## src/rtl/rom_seq_reader_if.sv

```systemverilog
// rtl/rom_seq_reader_if.sv - command, ROM bus and byte-stream signals of the ROM sequential reader
// Optional checksum signal present when ROM_SEQ_READER_CHECKSUM_EN is defined.
interface rom_seq_reader_if #(
    parameter int ADDR_W = 5,
    parameter int DATA_W = 8,
    parameter int CNT_W  = 6
);
    logic              start;
    logic [ADDR_W-1:0] start_addr;
    logic [CNT_W-1:0]  count;
    logic              busy;
    logic              done;
    logic [ADDR_W-1:0] rom_addr;
    logic              rom_read_en;
    logic [DATA_W-1:0] rom_data;
    logic [DATA_W-1:0] out_data;
    logic              out_valid;
    logic              out_ready;
    logic              out_last;
`ifdef ROM_SEQ_READER_CHECKSUM_EN
    logic [DATA_W-1:0] checksum;
`endif

    modport master (
        input  start, start_addr, count, rom_data, out_ready,
        output busy, done, rom_addr, rom_read_en, out_data, out_valid, out_last
`ifdef ROM_SEQ_READER_CHECKSUM_EN
        , output checksum
`endif
    );

    modport slave (
        output start, start_addr, count, rom_data, out_ready,
        input  busy, done, rom_addr, rom_read_en, out_data, out_valid, out_last
`ifdef ROM_SEQ_READER_CHECKSUM_EN
        , input checksum
`endif
    );
endinterface

```

## src/rtl/rom_seq_reader.sv

```systemverilog
// rtl/rom_seq_reader.sv - sequences ROM reads for a burst and streams each byte out with a last marker
// Optional byte checksum output enabled by ROM_SEQ_READER_CHECKSUM_EN.
module rom_seq_reader #(
    parameter int ADDR_W = 5,
    parameter int DATA_W = 8,
    parameter int CNT_W  = 6
) (
    input  logic clk,
    input  logic rst,
    rom_seq_reader_if.master bus
);
    typedef enum logic [1:0] {S_IDLE, S_FETCH, S_HOLD, S_DONE} state_t;

    localparam logic [CNT_W-1:0] MAX_CNT = CNT_W'(2 ** ADDR_W);

    state_t            r_state, w_state_nx;
    logic [ADDR_W-1:0] r_addr, w_addr_nx;
    logic [CNT_W-1:0]  r_rem, w_rem_nx;
    logic [ADDR_W-1:0] r_rom_addr, w_rom_addr_nx;
    logic              r_rom_read_en, w_rom_read_en_nx;
    logic [DATA_W-1:0] r_out_data, w_out_data_nx;
    logic              r_out_valid, w_out_valid_nx;
    logic              r_out_last, w_out_last_nx;
    logic              r_done, w_done_nx;
    logic              r_busy, w_busy_nx;
    logic [CNT_W-1:0]  w_count_sat;
`ifdef ROM_SEQ_READER_CHECKSUM_EN
    logic [DATA_W-1:0] r_checksum, w_checksum_nx;
`endif

    assign w_count_sat = (bus.count > MAX_CNT) ? MAX_CNT : bus.count;

    always_ff @(posedge clk or posedge rst) begin
        if (rst) begin
            r_state       <= S_IDLE;
            r_addr        <= '0;
            r_rem         <= '0;
            r_rom_addr    <= '0;
            r_rom_read_en <= 1'b0;
            r_out_data    <= '0;
            r_out_valid   <= 1'b0;
            r_out_last    <= 1'b0;
            r_done        <= 1'b0;
            r_busy        <= 1'b0;
`ifdef ROM_SEQ_READER_CHECKSUM_EN
            r_checksum    <= '0;
`endif
        end else begin
            r_state       <= w_state_nx;
            r_addr        <= w_addr_nx;
            r_rem         <= w_rem_nx;
            r_rom_addr    <= w_rom_addr_nx;
            r_rom_read_en <= w_rom_read_en_nx;
            r_out_data    <= w_out_data_nx;
            r_out_valid   <= w_out_valid_nx;
            r_out_last    <= w_out_last_nx;
            r_done        <= w_done_nx;
            r_busy        <= w_busy_nx;
`ifdef ROM_SEQ_READER_CHECKSUM_EN
            r_checksum    <= w_checksum_nx;
`endif
        end
    end

    // Every output is the registered image of its next value, so the strobes
    // are asserted on the edge that enters the state they belong to.
    always_comb begin
        w_state_nx       = r_state;
        w_addr_nx        = r_addr;
        w_rem_nx         = r_rem;
        w_rom_addr_nx    = r_rom_addr;
        w_rom_read_en_nx = 1'b0;
        w_out_data_nx    = r_out_data;
        w_out_valid_nx   = r_out_valid;
        w_out_last_nx    = r_out_last;
        w_done_nx        = 1'b0;
        w_busy_nx        = r_busy;
`ifdef ROM_SEQ_READER_CHECKSUM_EN
        w_checksum_nx    = r_checksum;
`endif
        case (r_state)
            S_IDLE: begin
                if (bus.start) begin
                    w_busy_nx = 1'b1;
`ifdef ROM_SEQ_READER_CHECKSUM_EN
                    w_checksum_nx = '0;
`endif
                    if (bus.count == '0) begin
                        w_state_nx = S_DONE;
                        w_done_nx  = 1'b1;
                    end else begin
                        w_state_nx       = S_FETCH;
                        w_addr_nx        = bus.start_addr;
                        w_rem_nx         = w_count_sat;
                        w_rom_addr_nx    = bus.start_addr;
                        w_rom_read_en_nx = 1'b1;
                    end
                end
            end
            S_FETCH: begin
                w_state_nx     = S_HOLD;
                w_out_data_nx  = bus.rom_data;
                w_out_valid_nx = 1'b1;
                w_out_last_nx  = (r_rem == CNT_W'(1));
            end
            S_HOLD: begin
                if (bus.out_ready) begin
                    w_out_valid_nx = 1'b0;
                    w_out_last_nx  = 1'b0;
`ifdef ROM_SEQ_READER_CHECKSUM_EN
                    w_checksum_nx  = r_checksum + r_out_data;
`endif
                    if (r_out_last) begin
                        w_state_nx = S_DONE;
                        w_done_nx  = 1'b1;
                    end else begin
                        w_state_nx       = S_FETCH;
                        w_addr_nx        = r_addr + 1'b1;
                        w_rem_nx         = r_rem - 1'b1;
                        w_rom_addr_nx    = r_addr + 1'b1;
                        w_rom_read_en_nx = 1'b1;
                    end
                end
            end
            S_DONE: begin
                w_state_nx = S_IDLE;
                w_busy_nx  = 1'b0;
            end
            default: begin
                w_state_nx = S_IDLE;
                w_busy_nx  = 1'b0;
            end
        endcase
    end

    assign bus.busy        = r_busy;
    assign bus.done        = r_done;
    assign bus.rom_addr    = r_rom_addr;
    assign bus.rom_read_en = r_rom_read_en;
    assign bus.out_data    = r_out_data;
    assign bus.out_valid   = r_out_valid;
    assign bus.out_last    = r_out_last;
`ifdef ROM_SEQ_READER_CHECKSUM_EN
    assign bus.checksum    = r_checksum;
`endif
endmodule

```

## src/flat_wrapper.sv

```systemverilog
// flat-port wrapper written by rule: the top's interface ports become plain ports
module rom_seq_reader_flat 
#(
    parameter int ADDR_W = 5,
    parameter int DATA_W = 8,
    parameter int CNT_W  = 6
)
  (clk, rst, bus_start, bus_start_addr, bus_count, bus_rom_data, bus_out_ready, bus_busy, bus_done, bus_rom_addr, bus_rom_read_en, bus_out_data, bus_out_valid, bus_out_last);
  rom_seq_reader_if #(.ADDR_W(ADDR_W), .DATA_W(DATA_W), .CNT_W(CNT_W)) bus_i ();
  input  logic clk;
  input  logic rst;
  input wire logic [$bits(bus_i.start)-1:0] bus_start;
  input wire logic [$bits(bus_i.start_addr)-1:0] bus_start_addr;
  input wire logic [$bits(bus_i.count)-1:0] bus_count;
  input wire logic [$bits(bus_i.rom_data)-1:0] bus_rom_data;
  input wire logic [$bits(bus_i.out_ready)-1:0] bus_out_ready;
  output wire logic [$bits(bus_i.busy)-1:0] bus_busy;
  output wire logic [$bits(bus_i.done)-1:0] bus_done;
  output wire logic [$bits(bus_i.rom_addr)-1:0] bus_rom_addr;
  output wire logic [$bits(bus_i.rom_read_en)-1:0] bus_rom_read_en;
  output wire logic [$bits(bus_i.out_data)-1:0] bus_out_data;
  output wire logic [$bits(bus_i.out_valid)-1:0] bus_out_valid;
  output wire logic [$bits(bus_i.out_last)-1:0] bus_out_last;
  assign bus_i.start = bus_start;
  assign bus_i.start_addr = bus_start_addr;
  assign bus_i.count = bus_count;
  assign bus_i.rom_data = bus_rom_data;
  assign bus_i.out_ready = bus_out_ready;
  assign bus_busy = bus_i.busy;
  assign bus_done = bus_i.done;
  assign bus_rom_addr = bus_i.rom_addr;
  assign bus_rom_read_en = bus_i.rom_read_en;
  assign bus_out_data = bus_i.out_data;
  assign bus_out_valid = bus_i.out_valid;
  assign bus_out_last = bus_i.out_last;
  rom_seq_reader #(.ADDR_W(ADDR_W), .DATA_W(DATA_W), .CNT_W(CNT_W)) u_core (.clk(clk), .rst(rst), .bus(bus_i));
endmodule
```

## config.mk

```make
export PLATFORM = sky130hd
export DESIGN_NAME = rom_seq_reader_flat
export DESIGN_NICKNAME = d
export VERILOG_FILES = /design/src/rtl/rom_seq_reader_if.sv /design/src/rtl/rom_seq_reader.sv /design/src/flat_wrapper.sv
export SDC_FILE = /design/constraint.sdc
export NUM_CORES = 1
export LEC_CHECK = 0
export ABC_AREA = 1
export CAP_MARGIN = 20
export CORE_ASPECT_RATIO = 0.8
export CORE_MARGIN = 10
export CORE_UTILIZATION = 40
export CTS_CLUSTER_DIAMETER = 40
export DETAILED_ROUTE_END_ITERATION = 16
export PLACE_DENSITY = 0.74
export SYNTH_ARGS = -nofsm -noshare
export SYNTH_HDL_FRONTEND = slang
export SYNTH_SLANG_ARGS = --single-unit
export TNS_END_PERCENT = 50
```

## constraint.sdc

```tcl
create_clock -name clk -period 1.2 [get_ports clk]
set_input_delay 0.36 -clock clk [delete_from_list [all_inputs] [get_ports clk]]
set_output_delay 0.36 -clock clk [all_outputs]
set_load 0.05 [all_outputs]
```

==> impl_metrics.toml, run 1 <==
[outcome]
status = "finished with violations"
violations = "negative setup slack"

[routing]
drc = 0
viasPerCell = 5.07
routedWlPerCell_um = 15.6
postRouteAntennaNets = 0
dr.first_iter.drc_count = 140
wl_mm = 4.26
firstDrtPassIters = 4
via_count = 1384

[layout]
diodes = 0
fillers = 235
area_growth_pct = 79.2
finalNonFillerCells = 273
fin_nets = 258
drive_gt1_frac = 0.450

[die]
die_h_um = 72.8
dieArea_mm2 = 0.00626
boundaryPins = 41
die_w_um = 86.0
core_mm2 = 0.00340
start_util = 0.410
row_count = 19

[placement]
placed_cells = 260
port_buffers = 40
gp_congestion = 0.885
hpwl_mm = 2.79

[critical_path]
ff2ff_setup_slack_ns = -0.11
slowest_delay_ns = 0.43
crit_arrival_ns = 0.97
crit_chain = "buf_6 -> buf_12"
crit_path_max_fanout = 2
worstPathRequired_ns = 0.84
slowest_stage = "dfrtp_2"
timing.critical_path.buf_inv = 2
start_kind = "register"
worst-setup-path-type = "reg2out"
cpLargestDelayFamily = "flip-flops"
worstSetupEndpointType = "output port"

[timing]
tns_ns = -1.00
setup_violations = 21
clock_skew_ns = 0.00971
fin_crit_sh = 1.11
clock.fmax_mhz = 750
maxSlewViolCount = 0
hold-worst-slack_ns = 0.404
final.setup.worst_slack_ns = -0.134
rsz0062_at_grt = "yes"
max_slew_margin = 0.855
tightestPinTransition_ns = 0.217
hold_viol_final = 0
final.min_clock_period_ns = 1.33

[grt]
grt_pass1_vias = 1369
grt_overflow_total = 0
grt_pass1_wl_mm = 6.52
grt_antenna_before_repair = 0
grt_max_degree = 27
grt_usage = 0.127

[synth]
synth-seq-cells = 26
syn_area_per_cell_um2 = 8.70
synth_area_mm2 = 0.00139
synth.yosys.seq_area_share = 0.467
synth_edf_count = 0
async_flop_share = 1.00
synth_fp_nets = 186
synth_flop_cell = "dfrtp_1"
yosysWarningCount = 0
syn_inst = 160
synth_cell_type_count = 24

[worst_hold_path]
hp-class = "in2async"

[clock_tree]
clk_latency_ns = 0.28
cts_buffers = 3
htreeDepth = 1
cts-root-buf = "clkbuf_8"
cts_tree = "done"
cts.sinks = 26
clock_path_buffers = 2
clk_pin_slew_ns = 0.10

[pwr]
power_uw = 7310
peakVddDrop_mv = 1.77
p_leak_uw = 0.00116
powerDensity_mw_per_mm2 = 2930

[flow_run]
drv_cap = 0
==> area by class of cell <==
| cell class | count | area (um^2) | share of cell area |
|---|---|---|---|
| clock buffers | 4 | 55.1 | 0.0221 |
| inverters | 14 | 57.6 | 0.0231 |
| multi-input cells | 118 | 801 | 0.321 |
| flip-flops and latches | 26 | 657 | 0.263 |
| well taps | 42 | 52.6 | 0.0211 |
| repair buffers | 69 | 873 | 0.350 |
==> repair_timing <==
item	CTS	global route
hold buffers	0	0
cloned	1	0
resized for setup	21	30
endpoints found under the setup margin	27	38
setup buffers	7	2
pin swaps	11	9
==> where the power goes <==
part	switching [uW]	leakage, uW	total [uW]	internal (uW)
clock network	282	0.0000288	575	294
logic	2570	0.000816	5020	2460
registers	423	0.000312	1710	1290
==> state kept, by name, indices dropped and copies added, names as in the netlist <==
name / flops
u_core.bus.out_valid: 1
u_core.bus.rom_read_en: 1
u_core.bus.out_data: 8
u_core.bus.busy: 1
u_core.r_addr: 5
u_core.bus.done: 1
u_core.bus.out_last: 1
u_core.r_state: 2
u_core.r_rem: 6
==> tightest hold or removal path: stages <==
cell and delay, ns:
clkdlybuf4s50_1 0.40, inv_1 0.09, buf_12 0.19
==> final timing paths <==
kind	from	end	depth (start not counted)
max in group asynchronous	rst	u_core.bus.out_last$_DFFE_PP0P_	3
hold reg to reg	u_core.bus.out_valid$_DFFE_PP0P_	u_core.bus.out_valid$_DFFE_PP0P_	2
setup / recovery	u_core.r_addr[1]$_DFFE_PP0P_	bus_rom_addr[1]	2
hold / removal	rst	u_core.bus.done$_DFF_PP0_	3
setup reg to reg	u_core.r_addr[1]$_DFFE_PP0P_	u_core.r_addr[2]$_DFFE_PP0P_	7
min in group clk	bus_out_ready	u_core.r_state[1]$_DFFE_PP0P_	4
==> layout by cell type, fill, tap and decap left out, types with 3 or more instances in the layout <==
cell type and count:
clkdlybuf4s50_1 15, nand2_1 45, buf_4 17, dlygate4sd2_1 7
o21ai_1 3, dfrtp_2 5, mux2_2 8, nor2_1 8
nand3_2 10, inv_1 7, buf_6 7, inv_2 6
clkbuf_8 4, buf_12 22, dfrtp_1 21, nand2_8 3
o21ai_0 7, nand3_1 8, nand2_2 6
==> synthesized netlist by cell type, drive strengths merged, types with 2 or more instances <==
library cell,n,area (um^2)
o22ai,2,12.5
mux2,8,90.1
o21ai,12,67.6
nand3,20,118
nand2,55,236
ha,3,37.5
dfrtp,26,651
inv,14,52.6
nor2,12,62.6
nand4,2,12.5
buf,3,32.5
==> through the flow <==
| stage | util | worst slack, ns | cell area [um^2] |
|---|---|---|---|
| 2_1_floorplan | - | -0.111 | 1410 |
| 3_3_place_gp | 0.652 | -0.327 | 2220 |
| 3_5_place_dp | 0.652 | -0.379 | 2220 |
| 4_1_cts | 0.700 | -0.112 | 2380 |
| 5_1_grt | 0.734 | -0.160 | 2500 |
| 6_report | 0.734 | -0.134 | 2500 |
==> logic make-up after synthesis <==
family	synth area share
buf+inv	0.0611
simple gates	0.313
fa+ha+maj	0.0270
mux	0.0647
xor+xnor	0.00629
compound gates	0.0611
flops	0.467
==> per-layer routing <==
| metal | track usage | up-vias | part of all wire | wire length, um |
|---|---|---|---|---|
| li1 | - | 670 | - | - |
| met1 | 0.145 | 665 | 0.40 | 1710 |
| met2 | 0.216 | 43 | 0.51 | 2190 |
| met3 | 0.0424 | 6 | 0.068 | 288 |
| met4 | 0.0456 | 0 | 0.017 | 74 |
| met5 | 0 | - | 0 | 0 |
Power figures use the tool's default switching activity.
==> run 2, diff against run 1 <==
--- a/config.mk
+++ b/config.mk
@@ -10,6 +10,7 @@
 export CORE_ASPECT_RATIO = 0.8
 export CORE_MARGIN = 10
 export CORE_UTILIZATION = 40
+export CTS_BUF_LIST = sky130_fd_sc_hd__clkbuf_16
 export CTS_CLUSTER_DIAMETER = 40
 export DETAILED_ROUTE_END_ITERATION = 16
 export PLACE_DENSITY = 0.74
==> run 2 against run 1 <==
  * The flow still finishes with violations (negative setup slack)
  * Global-route usage rose by 0.43 points
  * Hold slack improved by 0.020 ns
  * Final area is 0.55% lower
  * Power grew 1.4%
  * Critical path depth unchanged
  * Final cell count shrank 0.37%
  * Clock skew down 0.0032 ns
  * Setup slack gained 0.026 ns
  * Via count barely moved
  * Sequential power hardly changed
  * Critical path type unchanged
==> impl_metrics.toml, run 2 (same netlist as run 1, synthesis figures left out) <==
[layout]
diodes = 0
layout_common_cells = "nand2_1 (43), buf_12 (22), dfrtp_1 (21)"
multiInputGateArea_um2 = 776
area_growth_pct = 78.3
largest_register_ffs = 8
drive_gt1_frac = 0.443
layout.cells.most_common = "nand2_1"
fin_nets = 257
fillers = 241
seq_area_um2 = 657

[placement]
hpwl_mm = 2.79
dp_slack_ns = -0.379
gp_congestion = 0.885
port_buffers = 40

[die]
row_count = 19
dieArea_mm2 = 0.00626
die_w_um = 86.0
start_util = 0.410
core_mm2 = 0.00340
die_h_um = 72.8
boundaryPins = 41

[grt]
grt_max_degree = 27
grt_pass1_vias = 1436
grt_use_met3 = 0.0480
grtUsageMet2 = 0.220
grt_antenna_before_repair = 0
grt_overflow_total = 0
top_usage_layer = "met2"
grt_pass1_wl_mm = 6.77
grt_usage = 0.131
met1_usage = 0.154

[critical_path]
crit_arrival_ns = 0.95
ff2ff_setup_slack_ns = -0.07
ff2ff_path_depth = 7
worstPathRequired_ns = 0.84
worstSetupEndpointType = "output port"
rr_endpoint = "u_core.r_addr[2]$_DFFE_PP0P_"
crit_path_max_fanout = 2
r2r_start = "u_core.r_addr[0]$_DFFE_PP0P_"
start_kind = "register"
worst-setup-path-type = "reg2out"

[clock_tree]
cts_buffers = 3
cts-root-buf = "clkbuf_16"
clock_path_buffers = 2
htreeDepth = 1
cts_tree = "done"
cts.sinks = 26
clk_latency_ns = 0.26
clk_pin_slew_ns = 0.07

[timing]
rsz0062_at_grt = "yes"
clock_skew_ns = 0.00650
final.setup.worst_slack_ns = -0.108
clock.fmax_mhz = 765
tightestPinTransition_ns = 0.217
maxSlewViolCount = 0
max_slew_margin = 0.855
fin_crit_sh = 1.09
final.min_clock_period_ns = 1.31
setup_violations = 14
tns_ns = -0.551
hold_viol_final = 0

[routing]
postRouteAntennaNets = 0
viasPerCell = 5.08
wl_mm = 4.27
via_count = 1383
dr.first_iter.drc_count = 106
firstDrtPassIters = 4
routedWlPerCell_um = 15.7
drc = 0

[flow_run]
drv_cap = 0

[outcome]
violations = "negative setup slack"
status = "finished with violations"

[pwr]
powerDensity_mw_per_mm2 = 2980
peakVddDrop_mv = 1.83
p_leak_uw = 0.00116

[worst_hold_path]
hp-class = "in2async"
==> run 2: per-layer routing <==
layer  vias up  share of wire
li1        665              -
met1       659           0.42
met2        51           0.50
met3         8          0.065
met4         0          0.012
met5         -              0
==> run 2: worst max-delay path by stage <==
stage,startpoint,endpoint,slack (ns),cells past startpoint
3_5_place_dp,bus_count[1],u_core.r_rem[0]$_DFFE_PP0P_,-0.38,7
4_1_cts,u_core.r_addr[2]$_DFFE_PP0P_,bus_rom_addr[2],-0.1,2
2_1_floorplan,u_core.r_addr[0]$_DFFE_PP0P_,u_core.r_addr[2]$_DFFE_PP0P_,-0.11,6
3_3_place_gp,bus_count[0],u_core.r_rem[0]$_DFFE_PP0P_,-0.33,7
5_1_grt,u_core.r_addr[1]$_DFFE_PP0P_,bus_rom_addr[1],-0.13,2
6_report,u_core.r_addr[1]$_DFFE_PP0P_,bus_rom_addr[1],-0.11,2
==> run 2: area by class of cell <==
type	count	share of cell area
Clock buffer	3	0.0302
Multi-Input combinational cell	118	0.313
Timing Repair Buffer	68	0.347
Tap cell	42	0.0212
Inverter	14	0.0232
Sequential cell	26	0.265
Clock inverter	1	0.00151
==> run 2: metrics by stage <==
| step | power [uW] | area, um^2 | cells | hold WS, ns | utilization |
|---|---|---|---|---|---|
| 4_1_cts | 7130 | 2410 | 270 | 0.436 | 0.709 |
| 2_1_floorplan | 3940 | 1410 | 160 | 0.400 | - |
| 3_5_place_dp | 6020 | 2220 | 260 | 0.525 | 0.652 |
| 3_3_place_gp | 5940 | 2220 | 260 | 0.517 | 0.652 |
| 6_report | 7410 | 2480 | 272 | 0.424 | 0.730 |
| 5_1_grt | 7810 | 2480 | 272 | 0.448 | 0.730 |
==> run 2: what timing repair did <==
action | CTS | global route
buffers inserted | 5 | 3
hold buffers | 0 | 0
gates cloned | 1 | 0
endpoints found under the setup margin | 18 | 36
pin swaps | 13 | 8
resized for setup | 29 | 20
hold endpoints to repair | 0 | 0
==> run 2: where the power goes <==
part           internal (uW)  leakage (uW)  switching [uW]  total (uW)
clock network            447     0.0000385             304         751
logic                   2400      0.000806            2530        4930
registers               1290      0.000312             436        1730
==> run 2: worst max-delay path, stage by stage, from the launching register on <==
cell and delay [ns]:
dfrtp_2 0.42, buf_6 0.13, buf_12 0.14
==> run 3, diff against run 2 <==
--- a/config.mk
+++ b/config.mk
@@ -13,7 +13,7 @@
 export CTS_BUF_LIST = sky130_fd_sc_hd__clkbuf_16
 export CTS_CLUSTER_DIAMETER = 40
 export DETAILED_ROUTE_END_ITERATION = 16
-export PLACE_DENSITY = 0.74
+export PLACE_DENSITY = 0.71
 export SYNTH_ARGS = -nofsm -noshare
 export SYNTH_HDL_FRONTEND = slang
 export SYNTH_SLANG_ARGS = --single-unit
==> constraint.sdc (replaced) <==
create_clock -name clk -period 1.66 [get_ports clk]
set_input_delay 0.498 -clock clk [delete_from_list [all_inputs] [get_ports clk]]
set_output_delay 0.498 -clock clk [all_outputs]
set_load 0.05 [all_outputs]
==> run 3 against run 2 <==
  * The flow now finishes without violations
  * Hold slack gained 0.11 ns
  * Core utilization down 10 points
  * Via count fell by 12%
  * Die area unchanged
  * Register-to-register slack gained 0.35 ns
  * Clock-buffer cell count unchanged
  * Power shrank 36%
  * Final cell count decreased by 8.5%
  * Wire length is 18% lower
  * Sequential cell count did not move
  * Final area fell by 14%
  * Critical path type is now in2reg
  * Largest cell class is now multi-input combinational cells
  * Largest power group unchanged
==> impl_metrics.toml, run 3 (same netlist as run 1, synthesis figures left out) <==
[pwr]
intPower_uw = 2660
p_leak_uw = 0.00101
switchingPower_uw = 2060
peakVddDrop_mv = 1.23
swShare = 0.437
pwr-share-comb = 0.584
pwr-share-clk = 0.147
powerDensity_mw_per_mm2 = 2200
power_frac_seq = 0.269

[critical_path]
worstSetupEndpointType = "register"
crit_path_max_fanout = 16
slowest_stage = "clkdlybuf4s50_1"
slowest_delay_ns = 0.42
cpLargestDelayFamily = "simple AND/OR/NAND/NOR gates"
crit_chain = "clkdlybuf4s50_1 -> nor2_1 -> nand3_2 -> nand2_4 -> nand2_4 -> nand2_1 -> o21ai_0"
worst-setup-path-type = "in2reg"
crit_top_cell = "nand2_4"
worstPathRequired_ns = 1.79
crit_arrival_ns = 1.61
start_kind = "primary input"
timing.critical_path.buf_inv = 1

[die]
die_w_um = 86.0
die_h_um = 72.8
boundaryPins = 41
start_util = 0.410
core_mm2 = 0.00340
dieArea_mm2 = 0.00626
row_count = 19

[clock_tree]
cts_tree = "done"
htreeDepth = 1
cts.sinks = 26
clk_latency_ns = 0.26
cts-root-buf = "clkbuf_16"
clock_path_buffers = 2
clk_pin_slew_ns = 0.06
cts_resized = 0
cts_setup_buffers = 0
cts_buffers = 3
hold_buffers = 0

[timing]
final.min_clock_period_ns = 1.47
rsz0062_at_grt = "no"
hold_viol_final = 0
setup_violations = 0
tightestPinTransition_ns = 0.481
max_slew_margin = 0.679
maxSlewViolCount = 0
clock.fmax_mhz = 678
clock_skew_ns = 0.00348
fin_crit_sh = 0.888

[routing]
routedWlPerCell_um = 14.1
postRouteAntennaNets = 0
firstDrtPassIters = 5
via_count = 1214
wl_mm = 3.51
dr.first_iter.drc_count = 73
viasPerCell = 4.88
drc = 0

[layout]
largest_register_ffs = 8
layout_common_cells = "nand2_1 (49), dfrtp_1 (26), clkdlybuf4s50_1 (22)"
diodes = 0
layout.cells.most_common = "nand2_1"
fin_nets = 234
area_growth_pct = 53.9
utilization = 0.630
finalNonFillerCells = 249
drive_gt1_frac = 0.256

[grt]
grt_pass1_vias = 1315
grt_usage = 0.120
grtUsageMet2 = 0.214
met1_usage = 0.132
grt_antenna_before_repair = 0
grt_use_met3 = 0.0413
grt_overflow_total = 0
top_usage_layer = "met2"
grt_max_degree = 18
grt_pass1_wl_mm = 6.16

[worst_hold_path]
hp-class = "in2async"

[placement]
gp_congestion = 0.751
placed_cells = 245
port_buffers = 40
hpwl_mm = 2.71

[flow_run]
drv_cap = 0

[outcome]
status = "completed"
==> run 3: changes by cell type in the layout (fill, tap and decap cells not counted), moves of 4 or more <==
cell and change:
buf_4 -11, nand3_1 +9, nand3_2 -9, clkdlybuf4s50_1 +8, dlygate4sd2_1 -8, buf_6 -6, nand2_1 +6, dfrtp_1 +5
dfrtp_2 -5, nand2_2 -5, buf_12 -4
==> run 3: final timing paths <==
check	start	end	slack [ns]	depth (start not counted)
max	bus_count[1]	u_core.r_rem[0]$_DFFE_PP0P_	0.19	7
min	rst	u_core.r_rem[4]$_DFFE_PP0P_	0.53	3
max reg2reg	u_core.r_state[0]$_DFFE_PP0P_	u_core.r_rem[0]$_DFFE_PP0P_	0.28	7
min reg2reg	u_core.bus.out_valid$_DFFE_PP0P_	u_core.bus.out_valid$_DFFE_PP0P_	0.54	2
max in group asynchronous	rst	u_core.bus.out_last$_DFFE_PP0P_	0.91	3
min in group clk	u_core.bus.out_valid$_DFFE_PP0P_	u_core.bus.out_valid$_DFFE_PP0P_	0.54	2
==> run 3: per-stage QoR <==
step	cell area [um^2]	total power, uW	hold WS, ns	worst slack (ns)	setup TNS (ns)
after floorplan	1390	2820	0.517	0.174	0
after global placement	2040	3980	0.519	-0.0316	-0.110
after detailed placement	2040	4050	0.529	-0.0755	-0.413
after CTS	2140	4770	0.536	0.193	0
after global routing	2140	5010	0.558	0.0291	0
final	2140	4720	0.532	0.186	0
==> run 3: area by class of cell <==
type	instances	area, um^2
clock inverter	1	30.0
multi-input combinational	117	657
tap	42	52.6
fill	289	1260
sequential	26	651
timing repair buffer	46	626
inverter	14	52.6
clock buffer	3	75.1
==> run 3: worst min-delay path, cell delays in order <==
cell             delay [ns]
clkdlybuf4s50_1        0.39
inv_1                  0.07
buf_4                  0.18
==> run 3: power groups by stage <==
stage	logic, uW	clock network, uW	registers, uW
floorplan	984	0	1840
global placement	2720	0	1260
detailed placement	2770	0	1280
CTS	2790	710	1270
global route	2960	738	1310
finish	2760	692	1270
==> run 3: per-layer routing <==
metal  vias to the layer above  routed length [um]
li1                        611                   -
met1                       571                1470
met2                        28                1800
met3                         4                 202
met4                         0                  32
met5                         -                   0
